<file path="config.mk">
export PLATFORM = sky130hd
export DESIGN_NAME = ram_port_arbiter
export DESIGN_NICKNAME = d
export VERILOG_FILES = /design/src/rtl/ram_ctrl_pkg.sv /design/src/rtl/rr_arb2.sv /design/src/rtl/ram_port_arbiter.sv
export SDC_FILE = /design/constraint.sdc
export NUM_CORES = 1
export LEC_CHECK = 0
export BUFFER_PORTS_ARGS = -buffer_cell sky130_fd_sc_hd__buf_4
export CAP_MARGIN = 5
export CORE_MARGIN = 2
export CORE_UTILIZATION = 48
export CTS_CLUSTER_SIZE = 30
export DETAILED_ROUTE_END_ITERATION = 7
export PLACE_DENSITY_LB_ADDON = 0.15
export SLEW_MARGIN = 20
export SYNTH_ARGS = -nofsm -noshare
export SYNTH_HDL_FRONTEND = slang
export SYNTH_SLANG_ARGS = --single-unit
</file>
<file path="constraint.sdc">
create_clock -name clk -period 2.7 [get_ports clk]
set_input_delay 0 -clock clk [delete_from_list [all_inputs] [get_ports clk]]
set_output_delay 0 -clock clk [all_outputs]
set_load 0.005 [all_outputs]
</file>
<file path="src/rtl/ram_ctrl_pkg.sv">
// ram_ctrl_pkg: shared widths and read-slot state encoding for the RAM port arbiter
package ram_ctrl_pkg;
  localparam int ADDR_W_DEF = 3;
  localparam int DATA_W_DEF = 8;
  typedef enum logic [1:0] {IDLE, INFLIGHT, RSP_HOLD} slot_t;
endpackage

</file>
<file path="src/rtl/rr_arb2.sv">
// rr_arb2: 2-way round-robin arbiter; clk/rst, req[1:0] in, grant[1:0] out, accept advances the pointer
module rr_arb2 (
  input  logic       clk,
  input  logic       rst,
  input  logic [1:0] req,
  input  logic       accept,
  output logic [1:0] grant
);
  // last = index of the requester granted most recently; resets to 1 so requester 0 wins first
  logic last;
  always_comb grant = {req[1] & (~req[0] | ~last), req[0] & (~req[1] | last)};
  always_ff @(posedge clk)
    if (rst) last <= 1'b1;
    else if (accept) last <= grant[1];
endmodule

</file>
<file path="src/rtl/ram_port_arbiter.sv">
// ram_port_arbiter: shares one RAM port between two requesters, one outstanding read each
//   req_*  : per-requester request channel (valid/ready/we/addr/wdata)
//   rsp_*  : per-requester read response channel (valid/ready/rdata)
//   ram_*  : single RAM port, ram_dout registered one cycle after ram_en
module ram_port_arbiter
  import ram_ctrl_pkg::*;
#(
  parameter int ADDR_W = ADDR_W_DEF,
  parameter int DATA_W = DATA_W_DEF
) (
  input  logic                   clk,
  input  logic                   rst,
  input  logic [1:0]             req_valid,
  output logic [1:0]             req_ready,
  input  logic [1:0]             req_we,
  input  logic [1:0][ADDR_W-1:0] req_addr,
  input  logic [1:0][DATA_W-1:0] req_wdata,
  output logic [1:0]             rsp_valid,
  input  logic [1:0]             rsp_ready,
  output logic [1:0][DATA_W-1:0] rsp_rdata,
  output logic                   ram_en,
  output logic                   ram_we,
  output logic [ADDR_W-1:0]      ram_addr,
  output logic [DATA_W-1:0]      ram_din,
  input  logic [DATA_W-1:0]      ram_dout
);
  logic [1:0] elig, grant, rd_grant;
  logic       xfer, gi;

  rr_arb2 u_arb (.clk(clk), .rst(rst), .req(elig), .accept(xfer), .grant(grant));

  assign req_ready = grant;
  assign xfer      = |grant;
  assign gi        = grant[1];
  assign ram_en    = xfer;
  assign ram_we    = xfer & req_we[gi];
  assign ram_addr  = xfer ? req_addr[gi] : '0;
  assign ram_din   = xfer ? req_wdata[gi] : '0;

  for (genvar i = 0; i < 2; i++) begin : g_slot
    slot_t             state;
    logic [DATA_W-1:0] rdata;
    logic              free;
    // A held response being popped this cycle frees the slot for a back-to-back read
    assign free        = (state == IDLE) | ((state == RSP_HOLD) & rsp_ready[i]);
    assign elig[i]     = ~rst & req_valid[i] & (req_we[i] | free);
    assign rd_grant[i] = grant[i] & ~req_we[i];
    assign rsp_valid[i] = ~rst & (state == RSP_HOLD);
    assign rsp_rdata[i] = rst ? '0 : rdata;
    always_ff @(posedge clk)
      if (rst) begin
        state <= IDLE;
        rdata <= '0;
      end else begin
        unique case (state)
          IDLE:     if (rd_grant[i]) state <= INFLIGHT;
          INFLIGHT: begin
            state <= RSP_HOLD;
            rdata <= ram_dout;
          end
          RSP_HOLD: if (rsp_ready[i]) state <= rd_grant[i] ? INFLIGHT : IDLE;
          default:  state <= IDLE;
        endcase
      end
  end
endmodule

</file>
# ---- Word-level counts from Yosys, hierarchy flattened
# Cells that the tools add are included.
dict set report totals {
  regBits 21
  latch_bits 0
  ram_bits 0
  romBits 0
  in_bits 38
  out_inout_bits 33
  n_memories 0
}
dict set report op_classes {
  add_sub_neg 0
  n_mul 0
  div_mod_pow 0
  n_lt_le_gt_ge 1
  eq_ne 8
  n_shift 0
  muxes 18
  n_bitwise 25
  reduce_logical 5
}
# operator n
set ops {}
lappend ops {{2-to-1 mux 8 bit} 5}
lappend ops {{AND 1 bit} 13}
lappend ops {{case mux 2 bit (3 select lines)} 2}
lappend ops {{2-to-1 mux 3 bit} 3}
lappend ops {{2-to-1 mux 2 bit} 4}
lappend ops {{!= test 2 bit, second input constant} 4}
lappend ops {{NOT 1 bit} 6}
lappend ops {{bitwise OR 1 bit} 6}
lappend ops {{equality test 2 x 1 -> 1 bit, second input constant} 2}
lappend ops {{equality test 2 bit, second input constant} 2}
lappend ops {{zero test 2 bit} 2}
lappend ops {{2-to-1 mux 1 bit} 4}
lappend ops {{AND reduction 2 bit} 2}
lappend ops {{< comparator 1 x 2 -> 1 bit, second input constant} 1}
lappend ops {{OR reduction 2 bit} 1}

# ---- Depth between registers and ports, before layout
dict set report depth {
  depth_word 12
  depth_mapped 5
}

# ---- Hierarchy
# From an unflattened synthesis, not the netlist that was laid out.
dict set report hier_totals {
  cells_unflattened 123
  area_unflattened_um2 1117.3
}
# mod n_inst cells_per_inst area_each_um2
set modules_own_cells {}
lappend modules_own_cells {ram_port_arbiter 1 117 1063.5}
lappend modules_own_cells {rr_arb2 1 6 53.8}

# ---- Worst setup path after synthesis
# No wires, ideal clock.
dict set report synth_timing {
  path_type {reg2reg}
  from {reg g_slot[1].state[1]}
  to {reg u_arb.last}
  setup_time_ns 0.114
  arrival_ns 1.300
  required_ns 2.586
  setup_slack_ns 1.286
  stages_incl_launch_ff 6
  period_less_slack_ns 1.414
  cell_sequence {dfxtp_1 -> or3b_4 -> and4_4 -> buf_6 -> buf_6 -> a21o_1}
}
dict set report synth_via {
  elab_chain_cells 9
  word_cells_on_any_way 11
}
# element line
set synth_rtl {}
lappend synth_rtl {{start, declared} ram_port_arbiter.sv:41} ;# slot_t state;
lappend synth_rtl {{start signal, assigned} ram_port_arbiter.sv:61} ;# RSP_HOLD: if (rsp_ready[i]) state <= rd_grant[i] ? INFLIGHT : IDLE;
lappend synth_rtl {{equality test 2 bit} ram_port_arbiter.sv:45} ;# assign free = (state == IDLE) | ((state == RSP_HOLD) & rsp_ready[i]);
lappend synth_rtl {{AND 1 bit} ram_port_arbiter.sv:45}
lappend synth_rtl {{bitwise OR 1 bit *} ram_port_arbiter.sv:45}
lappend synth_rtl {{bitwise OR 1 bit *} ram_port_arbiter.sv:46} ;# assign elig[i] = ~rst & req_valid[i] & (req_we[i] | free);
lappend synth_rtl {{AND 1 bit *} ram_port_arbiter.sv:46}
lappend synth_rtl {{NOT 1 bit} rr_arb2.sv:11} ;# always_comb grant = {req[1] & (~req[0] | ~last), req[0] & (~req[1] | last)};
lappend synth_rtl {{bitwise OR 1 bit} rr_arb2.sv:11}
lappend synth_rtl {{AND 1 bit} rr_arb2.sv:11}
lappend synth_rtl {{OR reduction 2 bit} ram_port_arbiter.sv:33} ;# assign xfer = |grant;
lappend synth_rtl {{end signal, assigned} rr_arb2.sv:14} ;# else if (accept) last <= grant[1];
lappend synth_rtl {{end, declared} rr_arb2.sv:10} ;# logic last;
# Every way passes the cells marked *; elsewhere a longest branch is shown, timed or not.
# A chain may end at the register's enable or synchronous reset.

# ---- Final worst setup path
dict set report layout_timing {
  from {reg g_slot[0].state[1]}
  to {out ram_addr[1]}
}
dict set report layout_via {
  elab_chain_cells 11
  word_cells_on_any_way 14
}
# element line
set layout_rtl {}
lappend layout_rtl {{start, declared} ram_port_arbiter.sv:41}
lappend layout_rtl {{start signal, assigned} ram_port_arbiter.sv:61}
lappend layout_rtl {{equality test 2 bit} ram_port_arbiter.sv:45}
lappend layout_rtl {{AND 1 bit} ram_port_arbiter.sv:45}
lappend layout_rtl {{bitwise OR 1 bit *} ram_port_arbiter.sv:45}
lappend layout_rtl {{bitwise OR 1 bit *} ram_port_arbiter.sv:46}
lappend layout_rtl {{AND 1 bit *} ram_port_arbiter.sv:46}
lappend layout_rtl {{NOT 1 bit} rr_arb2.sv:11}
lappend layout_rtl {{bitwise OR 1 bit} rr_arb2.sv:11}
lappend layout_rtl {{AND 1 bit} rr_arb2.sv:11}
lappend layout_rtl {{2-to-1 mux 3 bit (implied by the code) (2 in a row)} ram_port_arbiter.sv:37} ;# assign ram_addr = xfer ? req_addr[gi] : '0;
lappend layout_rtl {{2-to-1 mux 3 bit *} ram_port_arbiter.sv:37}
lappend layout_rtl {{end, declared} ram_port_arbiter.sv:23} ;# output logic [ADDR_W-1:0] ram_addr,
# Every way passes the cells marked *; elsewhere a longest branch is shown, timed or not. The select of a mux whose other input is x is not followed.

==> results.md <==
* Crit path kind: reg2out
* RSZ-0062 raised after global routing: no
* Synth top area share at 0.3206
* Dpl cells at around 260
* Routed met2 length at roughly 2000 um
* Final Hold Viols at 0
* Synth Register Bits at 21
* Sw frac at 0.2808
* EDFF count, synth at 0
* Slowest library cell on the worst path: or3_1
* Mapped Nets at a little over 200
* Congestion Overflow GR at 0
* Dominant synthesized flop cell: dfxtp_1
* Number of global-route vias before repair at around 1400
* Starting density of the core at 0.5198
* Outcome: completed
* Reg clk slew, reported paths at between 100 and 150 ps
* Rows at 18
* PD cells at approximately 340 nW/um^2
* WL met1 at about 1600 um
* Seq pwr share at 0.488
* Post-synthesis async set-or-reset flop share at 0
* Root Driver: clkbuf_4
* Share of cells above drive strength 1 at 0.3734
* Nature of the critical path startpoint: flop
* First DRT Iteration DRCs at 57
* MaxCap Viol Count at 0
* Hpwl dp at 2621 um
* First-pass GRT wire length at between 6000 and 7000 um
* Die Wd at approximately 56 um
* Die area at approximately 3200 sq um
* Comb power frac at 0.277
* Leak at approximately 0.87 nW
* Period utilization at 0.7579
* Non-Filler Instances at roughly 270
* Vias per cell at 5.421
* Final nets at 280
* DIE HEIGHT at approximately 56 um
* Port bufs at 70
* Synth-to-Final Area Change at 48.85%
* Synth unique cells at 32
* Endpoints failing setup at 0
* Post_cts resized at 0
* DR vias at approximately 1500
* DRT antenna net count at 0
* Ports at 71
* Synthesized netlist cell count at 169
* Final Max Slew Viols at 0
* Worst hold path class: in2reg
* Net switching power at roughly 0.19 mW
* Hold slack final at approximately 110 ps
* Fill cells at 194
* Synth area leader: dfxtp_1
* Antenna violations before repair at 0
* Rel. slew slack at 0.5567
* Warnings from Yosys at 0
* CTS tree: yes
* Post-route cell area at approximately 2000 sq um
* Register area at between 400 and 500 sq um
* Crit path required time at 2700 ps
* Drt drc at 0
* Met3 wire length at 195 um
* Max Used Layer: met4
* Biggest cell delay along the critical path at about 600 ps
* Worst-skew pair later-pin latency at between 300 and 400 ps
* Fin crit period at a little over 2000 ps
* Largest net degree at the start of global routing at 42
* Internal power at around 0.48 mW
* Setup TNS Final at 0 ps
* Num CTS Buffers at 3
* Worst Tran Pin Value at about 670 ps
* Critical path peak fanout at 15
* Skew final at 3.670 ps
* Power share of the clock group at 0.235
* Final WS setup at ~650 ps
* Footprint of the multi-input gates at approximately 760 sq um
* Cell Area, Synth at 1311 sq um
* Antenna diode count at 0
* Crit path cell chain: nor3b_1, or3_1, o32ai_1, buf_4
* Clock Path Buffers at 2
* Total clock sinks at 21
* Register area share after synthesis at 0.3206
* Post-CTS Setup Bufs at 0
* Htree depth at 1
* GRT Total Usage at 0.2421
* Peak VDD IR at about 0.00031 V
* DR WL/cell at approximately 14 um
* Top cells by area, synth: dfxtp_1 (32%), nor2b_1 (10%), nand2_1 (9.4%)
* Crit end category: output port
* Core area at 2522 sq um
* Final WL at roughly 3800 um
* Drt pass-1 iters at 4
* Mapped Avg Cell Area at ~7.8 sq um
* Worst Path Arrival at between 2000 and 2500 ps
* Placed inst area at 1804 sq um
* Routability Congestion at between 0.7 and 0.8
* Max Fclk at ~0.49 GHz
* Setup slack at placement at slightly above 1000 ps
repair_timing:
item                                    in CTS  in global routing
endpoints found under the hold margin       20                  0
hold buffers                                12                  0
endpoints found under the setup margin       0                  0
routing by layer:
metal | global-route usage | vias up
li1 | - | 724
met1 | 0.3027 | 691
met2 | 0.4319 | 50
met3 | 0.05300 | 4
met4 | 0.03741 | 0
met5 | 0 | -
kinds of logic after synthesis:
kind of cell           Yosys count  share of synthesized area
and+or+nand+nor                 86                     0.3693
AOI/OAI and AO/OA               33                     0.2080
buffers and inverters           29                     0.1021
DFF                             21                     0.3206
stage by stage:
stage | power (mW) | util
floorplan | 0.4170 | -
global placement | 0.4954 | 0.7153
detailed placement | 0.5017 | 0.7153
CTS | 0.6693 | 0.7738
global route | 0.7005 | 0.7738
finish | 0.6666 | 0.7738
final cells by class:
type	instances	share of cell area
inverters	13	0.02500
flip-flops and latches	21	0.2154
repair buffers	84	0.3385
multi-input cells	119	0.3878
clock inverters	1	0.002564
well taps	30	0.01923
clock buffers	3	0.01154
cell usage in the layout, fill, tap and decap left out:
cell / netlist / routed
buf_4: 0 / 72
nand2_1: 33 / 33
nor2b_1: 21 / 21
dfxtp_1: 21 / 21
a21oi_1: 18 / 18
inv_1: 13 / 13
dlygate4sd3_1: 0 / 12
nand4_1: 11 / 11
o32ai_2: 7 / 7
nand2b_1: 4 / 4
o32ai_1: 4 / 4
nor3b_1: 3 / 3
clkbuf_4: 0 / 3
nor2_1: 2 / 2
or3b_4: 1 / 1
nand3_1: 1 / 1
nand2b_4: 1 / 1
nor4_2: 1 / 1
or3_1: 1 / 1
and4_4: 1 / 1
nand3b_1: 1 / 1
a41o_1: 1 / 1
o41ai_1: 1 / 1
a22oi_1: 1 / 1
nor3_1: 1 / 1
or4_1: 1 / 1
nor3_2: 1 / 1
or2_2: 1 / 1
a21o_1: 1 / 1
or3b_2: 1 / 1
clkinv_2: 0 / 1
sequential cells by signal, indices dropped and copies added (netlist names):
| name | flops |
|---|---|
| g_slot.rdata | 16 |
| g_slot.state | 4 |
| u_arb.last | 1 |
power by group through the flow:
stage / clock network (mW) / registers (mW) / logic [mW]
2_1_floorplan: 0 / 0.331 / 0.0864
3_3_place_gp: 0 / 0.331 / 0.164
3_5_place_dp: 0 / 0.332 / 0.169
4_1_cts: 0.160 / 0.325 / 0.184
5_1_grt: 0.173 / 0.327 / 0.200
6_report: 0.157 / 0.325 / 0.185
path summary, 6_finish.rpt:
check | cells past startpoint | end | from | slack, ps
max reg2reg | 3 | u_arb.last | g_slot[0].state[1] | 1070
min | 2 | g_slot[0].rdata[3] | rst | 110
max | 4 | ram_addr[1] | g_slot[0].state[1] | 650
min reg2reg | 2 | g_slot[0].rdata[6] | g_slot[0].rdata[6] | 460
cells in the mapped netlist, types with 2 or more instances:
| cell | number |
|---|---|
| nor3b_1 | 3 |
| clkbuf_1 | 10 |
| a21oi_1 | 18 |
| nand2_1 | 33 |
| o32ai_2 | 7 |
| dfxtp_1 | 21 |
| o32ai_1 | 4 |
| nor2b_1 | 21 |
| nor2_1 | 2 |
| nand4_1 | 11 |
| buf_6 | 3 |
| nand2b_1 | 4 |
| inv_1 | 13 |
worst max-delay path, delay by kind of cell (launching register included):
family                 cells  cell delay [ps]
and+or+nand+nor            2              990
DFF                        1              390
AOI/OAI and AO/OA          1              190
buffers and inverters      1              170
(Power assumes the default switching activity.)
